<file path="config.mk">
export PLATFORM = sky130hd
export DESIGN_NAME = alu_server_flat
export DESIGN_NICKNAME = d
export VERILOG_FILES = /design/src/rtl/alu_server_if.sv /design/src/rtl/alu_server.sv /design/src/flat_wrapper.sv
export SDC_FILE = /design/constraint.sdc
export NUM_CORES = 1
export LEC_CHECK = 0
export BUFFER_PORTS_ARGS = -buffer_cell sky130_fd_sc_hd__buf_2
export CORE_AREA = 8 8 167 200
export DETAILED_ROUTE_END_ITERATION = 8
export DIE_AREA = 0 0 175 208
export PLACE_DENSITY = 0.8
export SYNTH_ARGS = -nofsm -noshare
export SYNTH_HDL_FRONTEND = slang
export SYNTH_SLANG_ARGS = --single-unit
</file>
<file path="constraint.sdc">
create_clock -name clk -period 5.1 [get_ports clk]
set_input_delay 1.02 -clock clk [delete_from_list [all_inputs] [get_ports clk]]
set_output_delay 1.02 -clock clk [all_outputs]
set_load 0.1 [all_outputs]
</file>
<file path="src/rtl/alu_server_if.sv">
// alu_server_if: per-client request lanes and broadcast result bus of the shared ALU server.
`ifndef PID_RES
`define PID_RES 32
`endif
`ifndef KEY_SIZE
`define KEY_SIZE 8
`endif
`ifndef OPCODE_SIZE
`define OPCODE_SIZE 2
`endif
`ifndef ADD
`define ADD 2'd0
`endif
`ifndef SUB
`define SUB 2'd1
`endif
`ifndef MUL
`define MUL 2'd2
`endif

interface alu_server_if #(
    parameter int nbits    = `PID_RES,
    parameter int nclients = 2
);
    logic [nclients*`KEY_SIZE-1:0]    req_key_i;
    logic [nclients*`OPCODE_SIZE-1:0] req_op_i;
    logic [nclients*nbits-1:0]        req_A_i;
    logic [nclients*nbits-1:0]        req_B_i;
    logic [`KEY_SIZE-1:0]             res_key_o;
    logic [nbits-1:0]                 res_O_o;
    logic                             busy_o;

    modport master (
        output req_key_i, req_op_i, req_A_i, req_B_i,
        input  res_key_o, res_O_o, busy_o
    );

    modport slave (
        input  req_key_i, req_op_i, req_A_i, req_B_i,
        output res_key_o, res_O_o, busy_o
    );
endinterface

</file>
<file path="src/rtl/alu_server.sv">
// alu_server: round-robin shared ALU serving ADD/SUB in one cycle and fixed-point MUL by iterative shift-add.
`ifndef PID_RES
`define PID_RES 32
`endif
`ifndef KEY_SIZE
`define KEY_SIZE 8
`endif
`ifndef OPCODE_SIZE
`define OPCODE_SIZE 2
`endif
`ifndef ADD
`define ADD 2'd0
`endif
`ifndef SUB
`define SUB 2'd1
`endif
`ifndef MUL
`define MUL 2'd2
`endif

module alu_server #(
    parameter int nbits    = `PID_RES,
    parameter int nclients = 2,
    parameter int frac     = 16
) (
    input logic        clk,
    input logic        rst,
    alu_server_if.slave bus
);
    localparam int kw = `KEY_SIZE;
    localparam int ow = `OPCODE_SIZE;
    localparam int iw = nclients > 1 ? $clog2(nclients) : 1;
    localparam int cw = $clog2(nbits + 1);

    typedef enum logic {IDLE, EXEC} state_t;
    state_t state, state_nx;

    logic [kw-1:0]      last_key [nclients];
    logic [nclients-1:0] pending;
    logic [iw-1:0]      ptr, sel, idx, gnt;
    logic               found, done;
    logic [kw-1:0]      key_q, sel_key;
    logic [ow-1:0]      op_q, sel_op;
    logic [nbits-1:0]   a_q, b_q, sel_a, sel_b, mplier, result;
    logic [2*nbits-1:0] acc, acc_nx, mcand;
    logic [cw-1:0]      cnt;

    assign sel_key = bus.req_key_i[int'(sel)*kw +: kw];
    assign sel_op  = bus.req_op_i[int'(sel)*ow +: ow];
    assign sel_a   = bus.req_A_i[int'(sel)*nbits +: nbits];
    assign sel_b   = bus.req_B_i[int'(sel)*nbits +: nbits];
    assign bus.busy_o = state == EXEC;

    always_comb begin
        pending = '0;
        for (int k = 0; k < nclients; k++)
            pending[k] = bus.req_key_i[k*kw +: kw] != '0 && bus.req_key_i[k*kw +: kw] != last_key[k];
    end

    // Scan from highest offset down so the client closest after ptr wins.
    always_comb begin
        found = 1'b0;
        sel = ptr;
        idx = '0;
        for (int i = nclients - 1; i >= 0; i--) begin
            idx = iw'((int'(ptr) + i) % nclients);
            if (pending[idx]) begin
                found = 1'b1;
                sel = idx;
            end
        end
    end

    // The MSB of the multiplier carries negative weight in two's complement, so the last step subtracts.
    always_comb begin
        acc_nx = acc + (mplier[0] ? (cnt == cw'(nbits - 1) ? -mcand : mcand) : '0);
        result = op_q == `ADD ? a_q + b_q : op_q == `SUB ? a_q - b_q : op_q == `MUL ? acc_nx[frac +: nbits] : '0;
        done = state == EXEC && (op_q != `MUL || cnt == cw'(nbits - 1));
        state_nx = state == IDLE ? (found ? EXEC : IDLE) : (done ? IDLE : EXEC);
    end

    always_ff @(posedge clk)
        if (rst) begin
            state <= IDLE;
            ptr <= '0;
            gnt <= '0;
            key_q <= '0;
            op_q <= '0;
            a_q <= '0;
            b_q <= '0;
            acc <= '0;
            mcand <= '0;
            mplier <= '0;
            cnt <= '0;
            bus.res_key_o <= '0;
            bus.res_O_o <= '0;
            for (int k = 0; k < nclients; k++) last_key[k] <= '0;
        end else begin
            state <= state_nx;
            for (int k = 0; k < nclients; k++)
                if (bus.req_key_i[k*kw +: kw] == '0) last_key[k] <= '0;
            if (state == IDLE && found) begin
                gnt <= sel;
                ptr <= iw'((int'(sel) + 1) % nclients);
                key_q <= sel_key;
                op_q <= sel_op;
                a_q <= sel_a;
                b_q <= sel_b;
                acc <= '0;
                mcand <= {{nbits{sel_a[nbits-1]}}, sel_a};
                mplier <= sel_b;
                cnt <= '0;
            end
            if (state == EXEC && op_q == `MUL) begin
                acc <= acc_nx;
                mcand <= mcand << 1;
                mplier <= mplier >> 1;
                cnt <= cnt + 1'b1;
            end
            if (done) begin
                bus.res_key_o <= key_q;
                bus.res_O_o <= result;
                last_key[gnt] <= key_q;
            end
        end
endmodule
</file>
<file path="src/flat_wrapper.sv">
// flat-port wrapper written by rule: the top's interface ports become plain ports
module alu_server_flat 
#(
    parameter int nbits    = `PID_RES,
    parameter int nclients = 2,
    parameter int frac     = 16
)
  (clk, rst, bus_req_key_i, bus_req_op_i, bus_req_A_i, bus_req_B_i, bus_res_key_o, bus_res_O_o, bus_busy_o);
  alu_server_if #(.nbits(nbits), .nclients(nclients)) bus_i ();
  input logic clk;
  input logic rst;
  input wire logic [$bits(bus_i.req_key_i)-1:0] bus_req_key_i;
  input wire logic [$bits(bus_i.req_op_i)-1:0] bus_req_op_i;
  input wire logic [$bits(bus_i.req_A_i)-1:0] bus_req_A_i;
  input wire logic [$bits(bus_i.req_B_i)-1:0] bus_req_B_i;
  output wire logic [$bits(bus_i.res_key_o)-1:0] bus_res_key_o;
  output wire logic [$bits(bus_i.res_O_o)-1:0] bus_res_O_o;
  output wire logic [$bits(bus_i.busy_o)-1:0] bus_busy_o;
  assign bus_i.req_key_i = bus_req_key_i;
  assign bus_i.req_op_i = bus_req_op_i;
  assign bus_i.req_A_i = bus_req_A_i;
  assign bus_i.req_B_i = bus_req_B_i;
  assign bus_res_key_o = bus_i.res_key_o;
  assign bus_res_O_o = bus_i.res_O_o;
  assign bus_busy_o = bus_i.busy_o;
  alu_server #(.nbits(nbits), .nclients(nclients), .frac(frac)) u_core (.clk(clk), .rst(rst), .bus(bus_i));
endmodule
</file>
==> metrics.txt, run 1 <==
Crit path required time 5540 ps; cell breakdown of the critical path or4_1, nor2_1, nand2_1, o41ai_1, xnor2_1, and2_1, ha_1, nand2_1, o21ai_0, o21bai_1, o41ai_2, buf_4, o21ai_0, a21boi_0, xor2_1, o221ai_1, o21ai_0, nor2_1; Worst-Skew Late Latency 570 ps; die area 36400 um2; RR Endpoint u_core.bus.res_O_o[11]; # DRC 0; Setup-failing EPs final 0; post-synthesis adder-cell area fraction 8.20%; H-tree level count 1; Via density 6.36; top-area cell type share of the netlist area 28.3%; CP endpoint kind register; CTS tree yes; RD Place Congestion 0.950; async set-reset flop share out of synthesis 0%; Crit-path slowest cell or4_1; global-route wire length before repair 92.5 mm; core area 30200 um2; Mapped Nets 2590; Tcrit/Tclk final 95.7%; FP Rows 70; crit-path max cell delay 630 ps; maximum clock rate 0.205 GHz; post-synthesis sequential area ratio 31.0%; area grow syn2layout 13.0%; cell taking the most area after synthesis dfxtp_1; Pleak 8.14 nW; drt wl/cell 20.7 um; Hold Path Class reg -> reg; xor and xnor area share after synthesis 6.16%; outcome completed; synthesized cell area 17800 um2; worst reg2reg setup slack 220 ps; Final Power 6.61 mW; cell depth of the worst flop-to-flop path 18; worst slack at placement -42.8 ps; Syn Area/Cell 7.64 um2; Worst Slack Setup Final 219 ps; Final min period 4880 ps; delay-heaviest family, CP compound AO/OA/AOI/OAI gates; hpwl dp 43.8 mm; gr usage total 30.8%; Reg2Reg Launch Point u_core.mcand[0]; DRT iter0 DRCs 1744; Syn Inst Count 2326; Worst-path clk slew 70 ps; critical path launch point type register; die height 208 um; CTS root buffer clkbuf_16; WP buf/inv 1; drt pass-1 iters 5; setup_tns 0 ps; vias in the first global route 17260; skew final 18.0 ps; I/O Buffers 190; most frequent cells after synthesis nand2_1, a21oi_1, dfxtp_1, clkbuf_1, nand3_1; Crit Path Category reg -> reg; Max clock buf depth 3; post-synthesis simple-gate area fraction 21.1%; initial antenna violation count 1; Final ANT Viol Nets 0; CTS sink count 267; Seq cells post-synth 267; worst hold stages 2; Peak VDD IR 308 uV; num ports 191; largest net degree at the start of global routing 192; Hold Crit Start u_core.bus.res_key_o[4]; WHS Endpoint u_core.bus.res_key_o[4]; count leader, synth nand2_1; distinct cell type count after synthesis 86; die extent in x 175 um; total of max-cap violations 0; final WL 58.9 mm; CP Data Arrival Time 5320 ps; Design Area, Final 20100 um2; Final Max Slew Viols 0; Initial Util 58.8%; vias 18073; Critical Path Most Common Cell o21ai_0; Worst-Margin Slew 1160 ps; total CTS buffers 28; Power Density 329 nW/um2; Worst Path Max Fanout 8; slew margin rel. 22.4%; Top FF cell, synth dfxtp_1; CTS hold repair buffers 0; GRT Residual Overflow 0; fraction of layout cells with a size suffix above 1 13.5%; final hold slack 455 ps; complex-gate fraction of the synthesized area 27.7%; post-layout net count 2686; Synth area leaders dfxtp_1, ha_1, a21oi_1, nand2_1, xnor2_1; Placed Instance Area 19000 um2; largest family of logic cells by synthesized area compound AO/OA/AOI/OAI gates; final hold vios 0; synth warn 0; Ant. Diodes 0; Post-synth EDFFs 16; mux share of post-synthesis cell area 0.704%
==> stage by stage <==
stage	instances	utilization [%]
finish	2840	66.5
global placement	2787	62.8
detailed placement	2787	62.8
global route	2840	66.5
floorplan	2326	-
CTS	2839	66.2
==> layout by cell type (no fill, tap or decap), types with 12 or more instances in the layout <==
cell type,netlist,routed
or3_1,25,25
a22oi_1,90,90
xnor2_1,85,84
nor2_1,144,142
nor4_1,14,14
buf_4,0,31
clkbuf_16,0,30
buf_2,3,189
edfxtp_1,16,16
nand3_1,147,147
dfxtp_1,251,251
a21oi_1,266,264
o21ai_0,103,98
and2_1,56,56
nand4_1,19,19
inv_1,86,86
a21boi_0,15,15
a31oi_1,96,96
a211oi_1,17,16
a221oi_1,14,14
a21o_1,28,28
o21bai_1,20,20
xor2_1,40,40
nand2b_1,12,12
nand2_1,280,279
ha_1,111,108
o31ai_1,22,22
nor3_1,31,30
==> flip-flops by register name, indices dropped and copies added, names as in the netlist, 2 cells and up <==
name	flops
u_core.key_q	8
u_core.last_key	16
u_core.op_q	2
u_core.acc	48
u_core.a_q	32
u_core.mcand	48
u_core.bus.res_O_o	32
u_core.bus.res_key_o	8
u_core.b_q	32
u_core.cnt	6
u_core.mplier	32
==> worst register-to-register path, cell delays in order (launching register included) <==
cell and delay (ps):
dfxtp_1 350, or4_1 630, nor2_1 250, nand2_1 140, o41ai_1 330, xnor2_1 110, and2_1 180, ha_1 480
nand2_1 90, o21ai_0 320, o21bai_1 220, o41ai_2 120, buf_4 180, o21ai_0 310, a21boi_0 180, xor2_1 340
o221ai_1 260, o21ai_0 190, nor2_1 70
==> cell type report <==
| cell class | instances | area (um2) |
|---|---|---|
| multi-input cells | 1813 | 11500 |
| inverters | 87 | 327 |
| repair buffers | 225 | 1260 |
| clock inverters | 15 | 199 |
| flip-flops and latches | 267 | 5510 |
| clock buffers | 37 | 807 |
| well taps | 396 | 495 |
| fillers | 2665 | 10100 |
==> timing repair <==
action,CTS,global route
buffers inserted,0,1
resized for setup,1,23
endpoints found under the setup margin,2,26
pin swaps,0,1
endpoints found under the hold margin,0,0
==> layer usage <==
layer  wire length (um)  vias to the layer above  track usage, %
met5                  0                        -               0
met4               3810                        0            18.1
met3               3720                      179            3.93
met2              27400                      741            51.2
met1              23900                     8500            37.6
li1                   -                     8653               -
==> how the worst max path moves through the flow <==
stage,startpoint,to,slack (ps),depth (start not counted)
2_1_floorplan,u_core.mcand[1],u_core.acc[42],520,21
3_3_place_gp,u_core.mcand[0],u_core.bus.res_O_o[30],130,21
3_5_place_dp,u_core.mcand[0],u_core.bus.res_O_o[30],-40,21
4_1_cts,u_core.mcand[0],u_core.bus.res_O_o[30],50,21
5_1_grt,u_core.mcand[0],u_core.bus.res_O_o[30],-30,21
6_report,u_core.mcand[0],u_core.bus.res_O_o[11],220,18
==> cell families (layout without fill, tap and decap cells) <==
| logic type | count (synthesis) | after routing |
|---|---|---|
| compound gates | 772 | 772 |
| xor+xnor | 125 | 125 |
| fa+ha+maj | 115 | 115 |
| buf+inv | 246 | 364 |
| flops | 267 | 267 |
| mux | 12 | 12 |
| simple gates | 789 | 789 |
==> power by group <==
part | total [mW] | internal (mW) | switching (mW)
logic | 1.90 | 0.593 | 1.31
registers | 2.47 | 2.28 | 0.185
clock network | 2.24 | 1.32 | 0.917
total | 6.61 | 4.20 | 2.41
Note: power is estimated with default switching activity, not from simulation.
==> run 2: changes to the inputs <==
--- a/config.mk
+++ b/config.mk
@@ -6,9 +6,9 @@
 export NUM_CORES = 1
 export LEC_CHECK = 0
 export BUFFER_PORTS_ARGS = -buffer_cell sky130_fd_sc_hd__buf_2
-export CORE_AREA = 8 8 167 200
+export CORE_AREA = 8 8 182 184
 export DETAILED_ROUTE_END_ITERATION = 8
-export DIE_AREA = 0 0 175 208
+export DIE_AREA = 0 0 190 192
 export PLACE_DENSITY = 0.8
 export SYNTH_ARGS = -nofsm -noshare
 export SYNTH_HDL_FRONTEND = slang
==> constraint.sdc (replaced) <==
create_clock -name clk -period 5.1 [get_ports clk]
set_input_delay 1.02 -clock clk [delete_from_list [all_inputs] [get_ports clk]]
set_output_delay 1.02 -clock clk [all_outputs]
set_load 0.005 [all_outputs]
==> metrics.txt, run 2 (synthesis results as in run 1) <==
RR Endpoint u_core.bus.res_O_o[28]; Initial Util 58.9%; Reg2Reg Launch Point u_core.mcand[0]; Crit path required time 5520 ps; biggest regs u_core.acc x48, u_core.mcand x48; Final Max Slew Viols 0; Final min period 4850 ps; crit-path max cell delay 570 ps; internal power 4.25 mW; Seq pwr share 38.6%; CTS root buffer clkbuf_16; CP endpoint kind register; setup_tns 0 ps; most common cell after layout, fill and taps aside nand2_1; cell breakdown of the critical path buf_4, or4_4, nor4_4, nand2_1, nor2_1, nor2_1, xor2_1, and2_1, ha_1, a21oi_1, o21ai_0, o41ai_1, buf_4, o32a_1, o21ai_0, a21oi_1, or3b_2, xor2_2, a22oi_1, o221ai_1; critical path launch point type register; Hold Crit Start u_core.bus.res_key_o[4]; Via density 6.45; Crit-path slowest cell or4_4; most frequent cells in the layout nand2_1, a21oi_1, dfxtp_1; Switch Pwr 2.16 mW; die area 36500 um2; Comb power frac 26.0%; I/O Buffers 190; CTS tree yes; Worst Slack Setup Final 250 ps; Peak VDD IR 294 uV; Max clock buf depth 3; Design Area, Final 20200 um2; Worst-path clk slew 60 ps; num ports 191; GRT Residual Overflow 0; slew margin rel. 17.9%; WP buf/inv 2; clock power share 35.4%; Worst-Margin Slew 1230 ps; FP Rows 64; Tcrit/Tclk final 95.1%; CTS sink count 267; maximum clock rate 0.206 GHz; Crit Path Category reg -> reg; drt wl/cell 21.3 um; Power Density 317 nW/um2; Ant. Diodes 0; die height 192 um; number of fill cells 2585; Placed Instance Area 19100 um2; worst slack at placement 93.0 ps; fraction of layout cells with a size suffix above 1 14.1%; H-tree level count 1; vias in the first global route 17488; global-route wire length before repair 94.6 mm; core area 30200 um2; Worst Path Max Fanout 7; final hold vios 0; Layout Cells excl Fill 2854; hpwl dp 45.2 mm; skew final 11.2 ps; Final ANT Viol Nets 0; Final Power 6.41 mW; final WL 60.7 mm; initial antenna violation count 0; worst hold stages 2; fin util 66.9%; RSZ-0062 raised after global routing no; # DRC 0; total of max-cap violations 0; worst reg2reg setup slack 250 ps; WHS Endpoint u_core.bus.res_key_o[4]; largest net degree at the start of global routing 192; CP Data Arrival Time 5270 ps; outcome completed; die extent in x 190 um; Hold Path Class reg -> reg; Setup-failing EPs final 0; area grow syn2layout 13.6%; cell depth of the worst flop-to-flop path 20; delay-heaviest family, CP simple AND/OR/NAND/NOR gates; drt pass-1 iters 6; vias 18408; Pleak 8.23 nW; Sw Ratio 33.7%; DRT iter0 DRCs 1693; RD Place Congestion 0.966; total CTS buffers 29; final hold slack 462 ps; post-layout net count 2701; gr usage total 31.7%; # placed instances 2797; Worst-Skew Late Latency 560 ps
run 2: cell count changes in the layout (fill, tap and decap cells not counted), sizes merged:
cell	delta
buf	+14
clkinv	-1
bufinv	+1
run 2: cell type report:
cell class                      instances  area [um2]  area share, %
Timing Repair Buffer                  239        1360           6.74
Clock buffer                           37         806           3.99
Sequential cell                       267        5510           27.2
Tap cell                              396         495           2.45
Multi-Input combinational cell       1813       11500           56.9
Inverter                               87         327           1.62
Clock inverter                         15         209           1.03
run 2: repair_timing:
action | CTS | global route
hold buffers | 0 | 0
resized for setup | 0 | 23
setup buffers | 0 | 5
setup endpoints to repair | 0 | 28
run 2: worst reg2reg max path: stages (launching register included):
cell	delay (ps)
dfxtp_1	320
buf_4	150
or4_4	570
nor4_4	390
nand2_1	130
nor2_1	120
nor2_1	60
xor2_1	150
and2_1	160
ha_1	380
a21oi_1	220
o21ai_0	170
o41ai_1	310
buf_4	190
o32a_1	140
o21ai_0	130
a21oi_1	150
or3b_2	490
xor2_2	190
a22oi_1	170
o221ai_1	130
run 2: per-layer routing:
layer / wire length [um] / track usage, % / vias to the layer above
li1: - / - / 8693
met1: 24800 / 39.5 / 8771
met5: 0 / 0 / -
met4: 2320 / 11.4 / 0
met2: 29100 / 54.6 / 809
met3: 4540 / 4.90 / 135
run 2: how the worst max path moves through the flow:
stage	from	end	slack (ps)	cells past startpoint
finish	u_core.mcand[0]	u_core.bus.res_O_o[28]	250	20
global route	u_core.mcand[0]	u_core.bus.res_O_o[28]	8	20
CTS	u_core.mcand[1]	u_core.acc[46]	80	21
detailed placement	u_core.mcand[1]	u_core.acc[46]	90	21
global placement	u_core.mcand[0]	u_core.bus.res_O_o[24]	210	19
floorplan	u_core.mcand[1]	u_core.acc[42]	520	21
run 2: power groups by stage:
stage                     sequential, mW  clock, mW  combinational (mW)
final                               2.47       2.27                1.67
after global routing                2.49       2.36                1.81
after CTS                           2.46       2.27                1.63
after detailed placement            2.51          0                1.62
after global placement              2.50          0                1.59
after floorplan                     2.44          0                1.10
